===== src/rtl/mem_bridge_if.sv =====
// External memory bus between mem_bridge (master) and the memory system (slave).
//
// Handshake: the master raises bus_req_valid with write/address/select/data and
// holds them stable until the cycle where bus_req_ready is also high. The request
// is accepted at the rising edge that ends that cycle. Writes get no response.
// A read is answered later by a one-cycle bus_resp_valid pulse with bus_resp_data.
interface mem_bridge_if #(
  parameter int ADDR_WIDTH = 32,
  parameter int DATA_WIDTH = 32
);
  logic                    bus_req_valid;
  logic                    bus_req_ready;
  logic                    bus_req_write;
  logic [ADDR_WIDTH-1:0]   bus_req_address;
  logic [DATA_WIDTH/8-1:0] bus_req_select;
  logic [DATA_WIDTH-1:0]   bus_req_data;
  logic                    bus_resp_valid;
  logic [DATA_WIDTH-1:0]   bus_resp_data;

  modport master (
    output bus_req_valid, bus_req_write, bus_req_address, bus_req_select, bus_req_data,
    input  bus_req_ready, bus_resp_valid, bus_resp_data
  );

  modport slave (
    input  bus_req_valid, bus_req_write, bus_req_address, bus_req_select, bus_req_data,
    output bus_req_ready, bus_resp_valid, bus_resp_data
  );
endinterface


===== src/rtl/mem_bridge.sv =====
// Bridge from the cpu MEM-stage data port to a valid/ready memory bus.
// Stores are posted into a circular write buffer; loads stall the pipeline
// until read data returns. The buffer is fully drained before a read issues,
// so a load can never overtake an earlier store.
module mem_bridge #(
  parameter int WB_DEPTH   = 4,
  parameter int ADDR_WIDTH = 32,
  parameter int DATA_WIDTH = 32
) (
  input  logic                            clock,
  input  logic                            reset,
  input  logic                            ram_read_enable,
  input  logic [ADDR_WIDTH-1:0]           ram_read_address,
  output logic [DATA_WIDTH-1:0]           ram_read_data,
  input  logic                            ram_write_enable,
  input  logic [ADDR_WIDTH-1:0]           ram_write_address,
  input  logic [DATA_WIDTH/8-1:0]         ram_write_select,
  input  logic [DATA_WIDTH-1:0]           ram_write_data,
  output logic                            stall_request,
  output logic [$clog2(WB_DEPTH):0]       wb_count,
  output logic [1:0]                      dbg_state_o,
  mem_bridge_if.master                    bus
);
  localparam int PW = $clog2(WB_DEPTH);
  localparam int CW = PW + 1;
  localparam int SW = DATA_WIDTH / 8;

  typedef enum logic [1:0] {
    IDLE    = 2'd0,
    RD_REQ  = 2'd1,
    RD_WAIT = 2'd2,
    RD_DONE = 2'd3
  } state_t;

  state_t                  state_q;
  logic [ADDR_WIDTH-1:0]   rd_addr_q;
  logic [DATA_WIDTH-1:0]   rd_data_q;

  logic [ADDR_WIDTH-1:0]   wb_addr_q [WB_DEPTH];
  logic [SW-1:0]           wb_sel_q  [WB_DEPTH];
  logic [DATA_WIDTH-1:0]   wb_data_q [WB_DEPTH];
  logic [PW-1:0]           wr_ptr_q, wr_ptr_d;
  logic [PW-1:0]           rd_ptr_q, rd_ptr_d;
  logic [CW-1:0]           count_q, count_d;

  logic wb_empty;
  logic wb_full;
  logic wr_req;
  logic rd_req;
  logic push;
  logic pop;

  // A simultaneous read and write is illegal; the write wins and the read is dropped.
  assign wr_req   = ram_write_enable;
  assign rd_req   = ram_read_enable && !ram_write_enable;
  assign wb_empty = (count_q == '0);
  assign wb_full  = (count_q == CW'(WB_DEPTH));

  // Head entry is offered only in IDLE; it leaves the buffer on the handshake.
  assign pop  = (state_q == IDLE) && !wb_empty && bus.bus_req_ready;
  // A full buffer still takes a store in the same cycle it frees a slot.
  assign push = wr_req && (!wb_full || pop);

  // Stores stall only on a full buffer; loads stall until the RD_DONE cycle.
  assign stall_request = (wr_req && wb_full && !pop) || (rd_req && (state_q != RD_DONE));

  assign ram_read_data = rd_data_q;
  assign wb_count      = count_q;
  assign dbg_state_o   = state_q;

  // Bus request fields: buffered write in IDLE, latched read in RD_REQ, zero otherwise.
  always_comb begin
    bus.bus_req_valid   = 1'b0;
    bus.bus_req_write   = 1'b0;
    bus.bus_req_address = '0;
    bus.bus_req_select  = '0;
    bus.bus_req_data    = '0;
    if (state_q == IDLE && !wb_empty) begin
      bus.bus_req_valid   = 1'b1;
      bus.bus_req_write   = 1'b1;
      bus.bus_req_address = wb_addr_q[rd_ptr_q];
      bus.bus_req_select  = wb_sel_q[rd_ptr_q];
      bus.bus_req_data    = wb_data_q[rd_ptr_q];
    end else if (state_q == RD_REQ) begin
      bus.bus_req_valid   = 1'b1;
      bus.bus_req_address = rd_addr_q;
      bus.bus_req_select  = '1;
    end
  end

  // Write-buffer pointer and occupancy next state; pointers wrap on power-of-two depth.
  always_comb begin
    wr_ptr_d = wr_ptr_q;
    rd_ptr_d = rd_ptr_q;
    count_d  = count_q;
    if (push) wr_ptr_d = wr_ptr_q + PW'(1);
    if (pop)  rd_ptr_d = rd_ptr_q + PW'(1);
    count_d = count_q + CW'(push) - CW'(pop);
  end

  // Write-buffer storage and pointers.
  always_ff @(posedge clock or negedge reset) begin
    if (!reset) begin
      wr_ptr_q <= '0;
      rd_ptr_q <= '0;
      count_q  <= '0;
      for (int i = 0; i < WB_DEPTH; i++) begin
        wb_addr_q[i] <= '0;
        wb_sel_q[i]  <= '0;
        wb_data_q[i] <= '0;
      end
    end else begin
      if (push) begin
        wb_addr_q[wr_ptr_q] <= ram_write_address;
        wb_sel_q[wr_ptr_q]  <= ram_write_select;
        wb_data_q[wr_ptr_q] <= ram_write_data;
      end
      wr_ptr_q <= wr_ptr_d;
      rd_ptr_q <= rd_ptr_d;
      count_q  <= count_d;
    end
  end

  // Read FSM: one bus read outstanding, started only once the buffer is empty.
  always_ff @(posedge clock or negedge reset) begin
    if (!reset) begin
      state_q   <= IDLE;
      rd_addr_q <= '0;
      rd_data_q <= '0;
    end else begin
      case (state_q)
        IDLE: begin
          if (wb_empty && rd_req) begin
            state_q   <= RD_REQ;
            rd_addr_q <= ram_read_address;
          end
        end
        RD_REQ: begin
          if (bus.bus_req_ready) state_q <= RD_WAIT;
        end
        RD_WAIT: begin
          if (bus.bus_resp_valid) begin
            rd_data_q <= bus.bus_resp_data;
            state_q   <= RD_DONE;
          end
        end
        RD_DONE: begin
          state_q <= IDLE;
        end
        default: state_q <= IDLE;
      endcase
    end
  end
endmodule

===== src/flat_wrapper.sv =====
// flat-port wrapper written by rule: the top's interface ports become plain ports
module mem_bridge_flat 
#(
  parameter int WB_DEPTH   = 4,
  parameter int ADDR_WIDTH = 32,
  parameter int DATA_WIDTH = 32
)
  (clock, reset, ram_read_enable, ram_read_address, ram_read_data, ram_write_enable, ram_write_address, ram_write_select, ram_write_data, stall_request, wb_count, dbg_state_o, bus_bus_req_valid, bus_bus_req_write, bus_bus_req_address, bus_bus_req_select, bus_bus_req_data, bus_bus_req_ready, bus_bus_resp_valid, bus_bus_resp_data);
  mem_bridge_if #(.ADDR_WIDTH(ADDR_WIDTH), .DATA_WIDTH(DATA_WIDTH)) bus_i ();
  input  logic clock;
  input  logic reset;
  input  logic ram_read_enable;
  input  logic [ADDR_WIDTH-1:0] ram_read_address;
  output logic [DATA_WIDTH-1:0] ram_read_data;
  input  logic ram_write_enable;
  input  logic [ADDR_WIDTH-1:0] ram_write_address;
  input  logic [DATA_WIDTH/8-1:0] ram_write_select;
  input  logic [DATA_WIDTH-1:0] ram_write_data;
  output logic stall_request;
  output logic [$clog2(WB_DEPTH):0] wb_count;
  output logic [1:0] dbg_state_o;
  output wire logic [$bits(bus_i.bus_req_valid)-1:0] bus_bus_req_valid;
  output wire logic [$bits(bus_i.bus_req_write)-1:0] bus_bus_req_write;
  output wire logic [$bits(bus_i.bus_req_address)-1:0] bus_bus_req_address;
  output wire logic [$bits(bus_i.bus_req_select)-1:0] bus_bus_req_select;
  output wire logic [$bits(bus_i.bus_req_data)-1:0] bus_bus_req_data;
  input wire logic [$bits(bus_i.bus_req_ready)-1:0] bus_bus_req_ready;
  input wire logic [$bits(bus_i.bus_resp_valid)-1:0] bus_bus_resp_valid;
  input wire logic [$bits(bus_i.bus_resp_data)-1:0] bus_bus_resp_data;
  assign bus_bus_req_valid = bus_i.bus_req_valid;
  assign bus_bus_req_write = bus_i.bus_req_write;
  assign bus_bus_req_address = bus_i.bus_req_address;
  assign bus_bus_req_select = bus_i.bus_req_select;
  assign bus_bus_req_data = bus_i.bus_req_data;
  assign bus_i.bus_req_ready = bus_bus_req_ready;
  assign bus_i.bus_resp_valid = bus_bus_resp_valid;
  assign bus_i.bus_resp_data = bus_bus_resp_data;
  mem_bridge #(.WB_DEPTH(WB_DEPTH), .ADDR_WIDTH(ADDR_WIDTH), .DATA_WIDTH(DATA_WIDTH)) u_core (.clock(clock), .reset(reset), .ram_read_enable(ram_read_enable), .ram_read_address(ram_read_address), .ram_read_data(ram_read_data), .ram_write_enable(ram_write_enable), .ram_write_address(ram_write_address), .ram_write_select(ram_write_select), .ram_write_data(ram_write_data), .stall_request(stall_request), .wb_count(wb_count), .dbg_state_o(dbg_state_o), .bus(bus_i));
endmodule

===== config.mk =====
export PLATFORM = sky130hd
export DESIGN_NAME = mem_bridge_flat
export DESIGN_NICKNAME = d
export VERILOG_FILES = /design/src/rtl/mem_bridge_if.sv /design/src/rtl/mem_bridge.sv /design/src/flat_wrapper.sv
export SDC_FILE = /design/constraint.sdc
export NUM_CORES = 1
export LEC_CHECK = 0
export ABC_AREA = 1
export CORE_ASPECT_RATIO = 0.5
export CORE_MARGIN = 2
export CORE_UTILIZATION = 30
export DETAILED_ROUTE_END_ITERATION = 7
export GPL_ROUTABILITY_DRIVEN = 0
export SYNTH_ARGS = -nofsm -noshare
export SYNTH_HDL_FRONTEND = slang
export SYNTH_SLANG_ARGS = --single-unit

===== constraint.sdc =====
create_clock -name clock -period 3.8 [get_ports clock]
set_input_delay 0.76 -clock clock [delete_from_list [all_inputs] [get_ports clock]]
set_output_delay 0.76 -clock clock [all_outputs]
set_load 0.01 [all_outputs]

### Yosys cells after proc, flatten, opt, wreduce, memory -nomap -nowiden

Index checks and enable logic that the tools add are counted.

* flip-flop bits (word level): 345
* bits in latches: 0
* bits in writable memories: 0
* ROM bits: 0
* input bits: 138
* output and inout bits: 108
* word-level logic and storage cells: 83
* memories: 0

* add/subtract/negate cells: 4
* multiply operators: 0
* divide/modulo/power cells: 0
* $lt $le $gt $ge: 3
* eq/ne operators: 8
* shift operators: 0
* mux-type cells: 28
* bitwise operators: 2
* reduce and logical (&&, ||, !) cells: 20

Operators with widths (count)
* 128-bit bitwise mux: 2
* 32-bit two-way mux: 8
* 32-bit binary-select mux with 2-bit select: 2
* 32-bit demux with 2-bit select: 1
* 4-bit two-way mux: 5
* 16-bit bitwise mux: 1
* 1-bit logical AND: 9
* 4-bit binary-select mux with 2-bit select: 1
* 4-bit demux with 2-bit select: 1
* 2-bit inequality test, second input constant: 4
* 2-bit case mux with 4 select lines: 1
* 3-bit >= comparator, second input constant: 2
* 2-bit two-way mux: 3
* 2-bit NOT with 3-bit output: 2
* 2-bit by 1-bit adder with 2-bit output, second input constant: 2
* 2-bit equality test, second input constant: 2
* 1-bit logical NOT: 4
* 2-bit AND reduction: 2
* 3-bit by 1-bit adder with 3-bit output: 1
* 3-bit equality test, second input constant: 1
* 3-bit logical NOT: 1
* 3-bit by 1-bit < comparator with 1-bit output, second input constant: 1
* 1-bit two-way mux: 3
* 3-bit AND reduction: 1
* other kinds (4): 5

### Depth between registers and ports, before layout

* depth after elaboration: 8
* depth in mapped cells: 12
* mapped depth without buffers: 11

### Worst setup path after synthesis

OpenSTA, ideal clock, no wires.

* path kind: input to register
* start point: in bus_bus_req_ready
* end point: reg u_core.count_q[2], in the netlist u_core.wb_count[2]
* library setup time: 0.129 ns
* arrival: 2.391 ns
* required time: 3.671 ns
* path slack: 1.281 ns
* stages on the path: 10
* path buffers: 1
* cells stage by stage: inv_1 -> o211ai_2 -> buf_2 -> nand2_1 -> inv_1 -> ha_1 -> inv_1 -> fa_1 -> xnor2_1 -> xor2_1

* longest elaborated chain between the ends: 5

RTL lines
* start: declaration: RTL line flat_wrapper.sv:27 `input wire logic [$bits(bus_i.bus_req_ready)-1:0] bus_bus_req_ready;`
* 1-bit logical AND: RTL line mem_bridge.sv:60 `assign pop = (state_q == IDLE) && !wb_empty && bus.bus_req_ready;`
* 1-bit logical OR: RTL line mem_bridge.sv:62 `assign push = wr_req && (!wb_full || pop);`
* 1-bit logical AND: RTL line mem_bridge.sv:62
* via u_core.push: RTL line mem_bridge.sv:50 `logic push;`
* 3-bit by 1-bit adder with 3-bit output: RTL line mem_bridge.sv:98 `count_d = count_q + CW'(push) - CW'(pop);`
* 3-bit by 1-bit subtractor with 3-bit output: RTL line mem_bridge.sv:98
* via u_core.count_d[2]: RTL line mem_bridge.sv:44 `logic [CW-1:0] count_q, count_d;`
* end signal: assignment: RTL line mem_bridge.sv:120 `count_q <= count_d;`
* end: declaration: RTL line mem_bridge.sv:44

The timed path passes the listed nets, and every way through them passes these cells.
A chain may end at the register's enable or synchronous reset.

### Worst setup path in the final report

* start point: reg u_core.state_q[1], in the netlist u_core.dbg_state_o[1]
* end point: out bus_bus_req_select[3]

* longest elaborated chain between the ends: 3
* elaborated cells on any way between the ends: 5
* those cells by class: 1 x eq/ne; 2 x mux; 2 x reduce/logical

RTL lines
* start: declaration: RTL line mem_bridge.sv:35 `state_t state_q;`
* start signal: assignment: RTL line mem_bridge.sv:127 `state_q <= IDLE;`
* start signal: assignment: RTL line mem_bridge.sv:134 `state_q <= RD_REQ;`
* start signal: assignment: RTL line mem_bridge.sv:139 `if (bus.bus_req_ready) state_q <= RD_WAIT;`
* 2-bit by 1-bit equality test with 1-bit output / 2-bit logical NOT (equally long branches): RTL line mem_bridge.sv:84, mem_bridge.sv:78
* 4-bit two-way mux / 1-bit logical AND (equally long branches): RTL line mem_bridge.sv:84, mem_bridge.sv:78
* 4-bit two-way mux (*): RTL line mem_bridge.sv:78 `if (state_q == IDLE && !wb_empty) begin`
* end: declaration: RTL line flat_wrapper.sv:25 `output wire logic [$bits(bus_i.bus_req_select)-1:0] bus_bus_req_select;`

Mark *: on every way between the ends. The rest lies on a longest branch, timed or not.

==> results.py <==
metrics = {
    "global_routing": {
        "antenna_found_initial": 2,
        "grt_pass1_wl_mm": 85.1,
        "grt_max_degree": 215,
        "grt.total_usage_pct": 18.5,
        "grt_pass1_vias": 14900,
        "grt-ovfl-total": 0,
    },
    "cts": {
        "cts_buffers": 38,
        "clock_sinks": 345,
        "postCtsSetupBuffers": 0,
        "clk_pin_slew_ns": 0.06,
        "cts_tree": "yes",
        "cts_max_level": 2,
        "root_buffer": "clkbuf_16",
        "clock_latency_ns": 0.54,
        "clk_path_buf_depth": 3,
    },
    "synthesis": {
        "netlist_instances": 2090,
        "synth_nets": 2239,
        "synth.cell_area_um2": 16700,
        "avgSynthCellArea_um2": 7.99,
        "ys_ff_latch": 345,
        "seq_area_frac_synth_pct": 51.7,
        "yosysWarnings": 0,
        "ys_types": 22,
    },
    "sta": {
        "setup_viol": 0,
        "clock_skew_ns": 0.0143,
        "slew_headroom_pct": 31.9,
        "worst_slew_pin_slew_ns": 1.02,
        "setup_tns_ns": 0,
        "slew_viol_final": 0,
        "min_period_ns": 3.65,
        "finalHoldViolations": 0,
        "max_freq_ghz": 0.274,
        "period_share_pct": 96.1,
    },
    "place": {
        "hpwlAfterDp_mm": 31.4,
        "dp.cells": 2947,
        "portBuffers": 245,
    },
    "final_layout": {
        "final_cell_mix": "752 x nand2_1, 343 x dfrtp_1, 273 x nand4_1",
        "area_delta_synth_final_pct": 26.3,
        "layout.nets": 2380,
        "finalNonFillerCells": 3018,
        "layout_commonest_cell": "nand2_1",
        "post_route_cells_drive_above_1_share_pct": 6.95,
    },
    "floorplanning": {
        "core_um2": 55300,
        "die_y_um": 171,
        "start_util_pct": 30.2,
        "dieArea_um2": 57700,
        "io_pins": 246,
        "die_w_um": 338,
        "fp-row-count": 61,
    },
    "routing": {
        "wl_met2_mm": 27.2,
        "via_per_inst": 5.08,
        "wl_met1_mm": 22.9,
        "top_layer": "met4",
        "num_vias": 15300,
        "firstDrtPassIters": 5,
        "drc_errors": 0,
        "wire_per_inst_um": 17.9,
        "routed_wirelength_mm": 53.9,
        "antenna_left": 0,
        "met3_wirelength_mm": 2.57,
        "drt_iter0_markers": 1227,
    },
    "power": {
        "finalPower_mw": 18.8,
        "power_density_nw_per_um2": 890,
        "ir_worst_vdd_mv": 0.573,
        "leakage_nw": 10.1,
    },
    "critical_path": {
        "cp_max_fo": 14,
        "rr_startpoint": "u_core.dbg_state_o[1]$_DFFE_PN0P_",
        "critical_path_class": "flop to primary output",
        "crit_path_start": "u_core.dbg_state_o[1]$_DFFE_PN0P_",
        "cpPeakStageDelay_ns": 0.59,
        "cpMostUsedCell": "inv_1",
        "worstPathArrival_ns": 2.89,
        "slowest_stage": "clkdlybuf4s50_1",
        "start_kind": "flop",
        "cp.required_ns": 3.04,
        "cp_cell_sequence": "inv_1 > ha_1 > nand2_4 > inv_1 > buf_4 > nor2_1 > a31oi_1 > clkdlybuf4s50_1",
        "crit_path_end_kind": "primary output",
    },
    "status": {
        "status": "complete, no violations",
    },
    "hold_path": {
        "min_path_type": "primary input to asynchronous set/reset pin",
    },
    "flow_run": {
        "cap_violations": 0,
    },
}
## worst paths after layout
kind / end / slack, ns / depth (start not counted)
min in group clock: u_core.wb_data_q[15]$_DFFE_PN0P_ / 0.46 / 2
worst min-delay path: u_core.ram_read_data[27]$_DFFE_PN0P_ / 0.20 / 1
worst min register to register: u_core.wb_data_q[15]$_DFFE_PN0P_ / 0.46 / 2
worst max-delay path: bus_bus_req_select[3] / 0.15 / 8
worst max register to register: u_core.wb_data_q[5]$_DFFE_PN0P_ / 0.84 / 8
max in group asynchronous: u_core.wb_data_q[9]$_DFFE_PN0P_ / 2.59 / 3
## metrics by stage
step / utilization (%) / hold slack [ns] / instance area, µm² / worst slack [ns]
4_1_cts: 38.1 / 0.233 / 21100 / 0.0388
5_1_grt: 38.2 / 0.250 / 21100 / -0.00320
6_report: 38.2 / 0.203 / 21100 / 0.149
3_5_place_dp: 35.9 / 0.453 / 19800 / 0.435
3_3_place_gp: 35.9 / 0.448 / 19800 / 0.472
2_1_floorplan: - / 0.437 / 16700 / 1.28
## final cells by class
type                    instances  area, µm²
fillers                      5700      34200
flip-flops and latches        345       8640
multi-input cells            1506       7110
repair buffers                291       2940
clock buffers                  56       1160
well taps                     756        946
inverters                      49        185
clock inverters                13       95.1
diodes                          2       5.00
## flip-flops by register name (all words and copies together) (netlist names)
name                  count
u_core.rd_addr_q         32
u_core.wr_ptr_q           2
u_core.wb_data_q        128
u_core.wb_count           3
u_core.wb_sel_q          16
u_core.ram_read_data     32
u_core.rd_ptr_q           2
u_core.dbg_state_o        2
u_core.wb_addr_q        128
## synth_stat cells
cell type / count / area [µm²]
clkinv_1: 1 / 3.75
a31oi_1: 4 / 25.0
a21oi_1: 32 / 160
inv_1: 46 / 173
buf_4: 8 / 60.1
mux2_2: 32 / 360
nor2_1: 153 / 574
fa_1: 1 / 20.0
o211ai_2: 1 / 12.5
inv_2: 2 / 7.51
buf_1: 23 / 86.3
clkbuf_1: 113 / 424
ha_1: 10 / 125
nand3_1: 132 / 661
dfrtp_1: 345 / 8630
xor2_1: 3 / 26.3
nand2_1: 753 / 2830
o21ai_0: 107 / 536
buf_2: 46 / 230
xnor2_1: 1 / 8.76
nand3_2: 4 / 40.0
nand4_1: 273 / 1710
## power breakdown
group / total, mW / leakage [nW] / switching [mW] / internal (mW)
Sequential: 6.28 / 4.32 / 0.899 / 5.38
Combinational: 8.73 / 5.15 / 5.38 / 3.35
Clock: 3.75 / 0.625 / 1.56 / 2.19
Total: 18.8 / 10.1 / 7.83 / 10.9
## what timing repair did
item,CTS,global route
setup endpoints to repair,0,19
resized for setup,0,1
hold buffers,0,0
## worst max-delay path, delay by kind of cell (launching register included)
family / cells / cell delay (ns)
compound gates: 1 / 0.26
simple gates: 2 / 0.31
flops: 1 / 0.43
buf+inv: 4 / 1.06
fa+ha+maj: 1 / 0.30
## metal layers
layer  vias to the layer above  track usage [%]
met3                        80             2.50
met1                      7601             24.2
met2                       399             31.7
li1                       7254                -
met5                         -                0
met4                         0             5.80
## cell families (layout without fill, tap and decap cells)
logic type | Yosys count | in the layout | synth area share (%)
buffers and inverters | 239 | 409 | 5.90
multiplexers | 32 | 32 | 2.16
XOR/XNOR | 4 | 4 | 0.210
AO/OA/AOI/OAI | 144 | 144 | 4.39
flip-flops | 345 | 345 | 51.7
other | 0 | 2 | 0
AND/OR/NAND/NOR | 1315 | 1315 | 34.8
adder cells (fa/ha/maj) | 11 | 11 | 0.869
(Power assumes the default switching activity.)
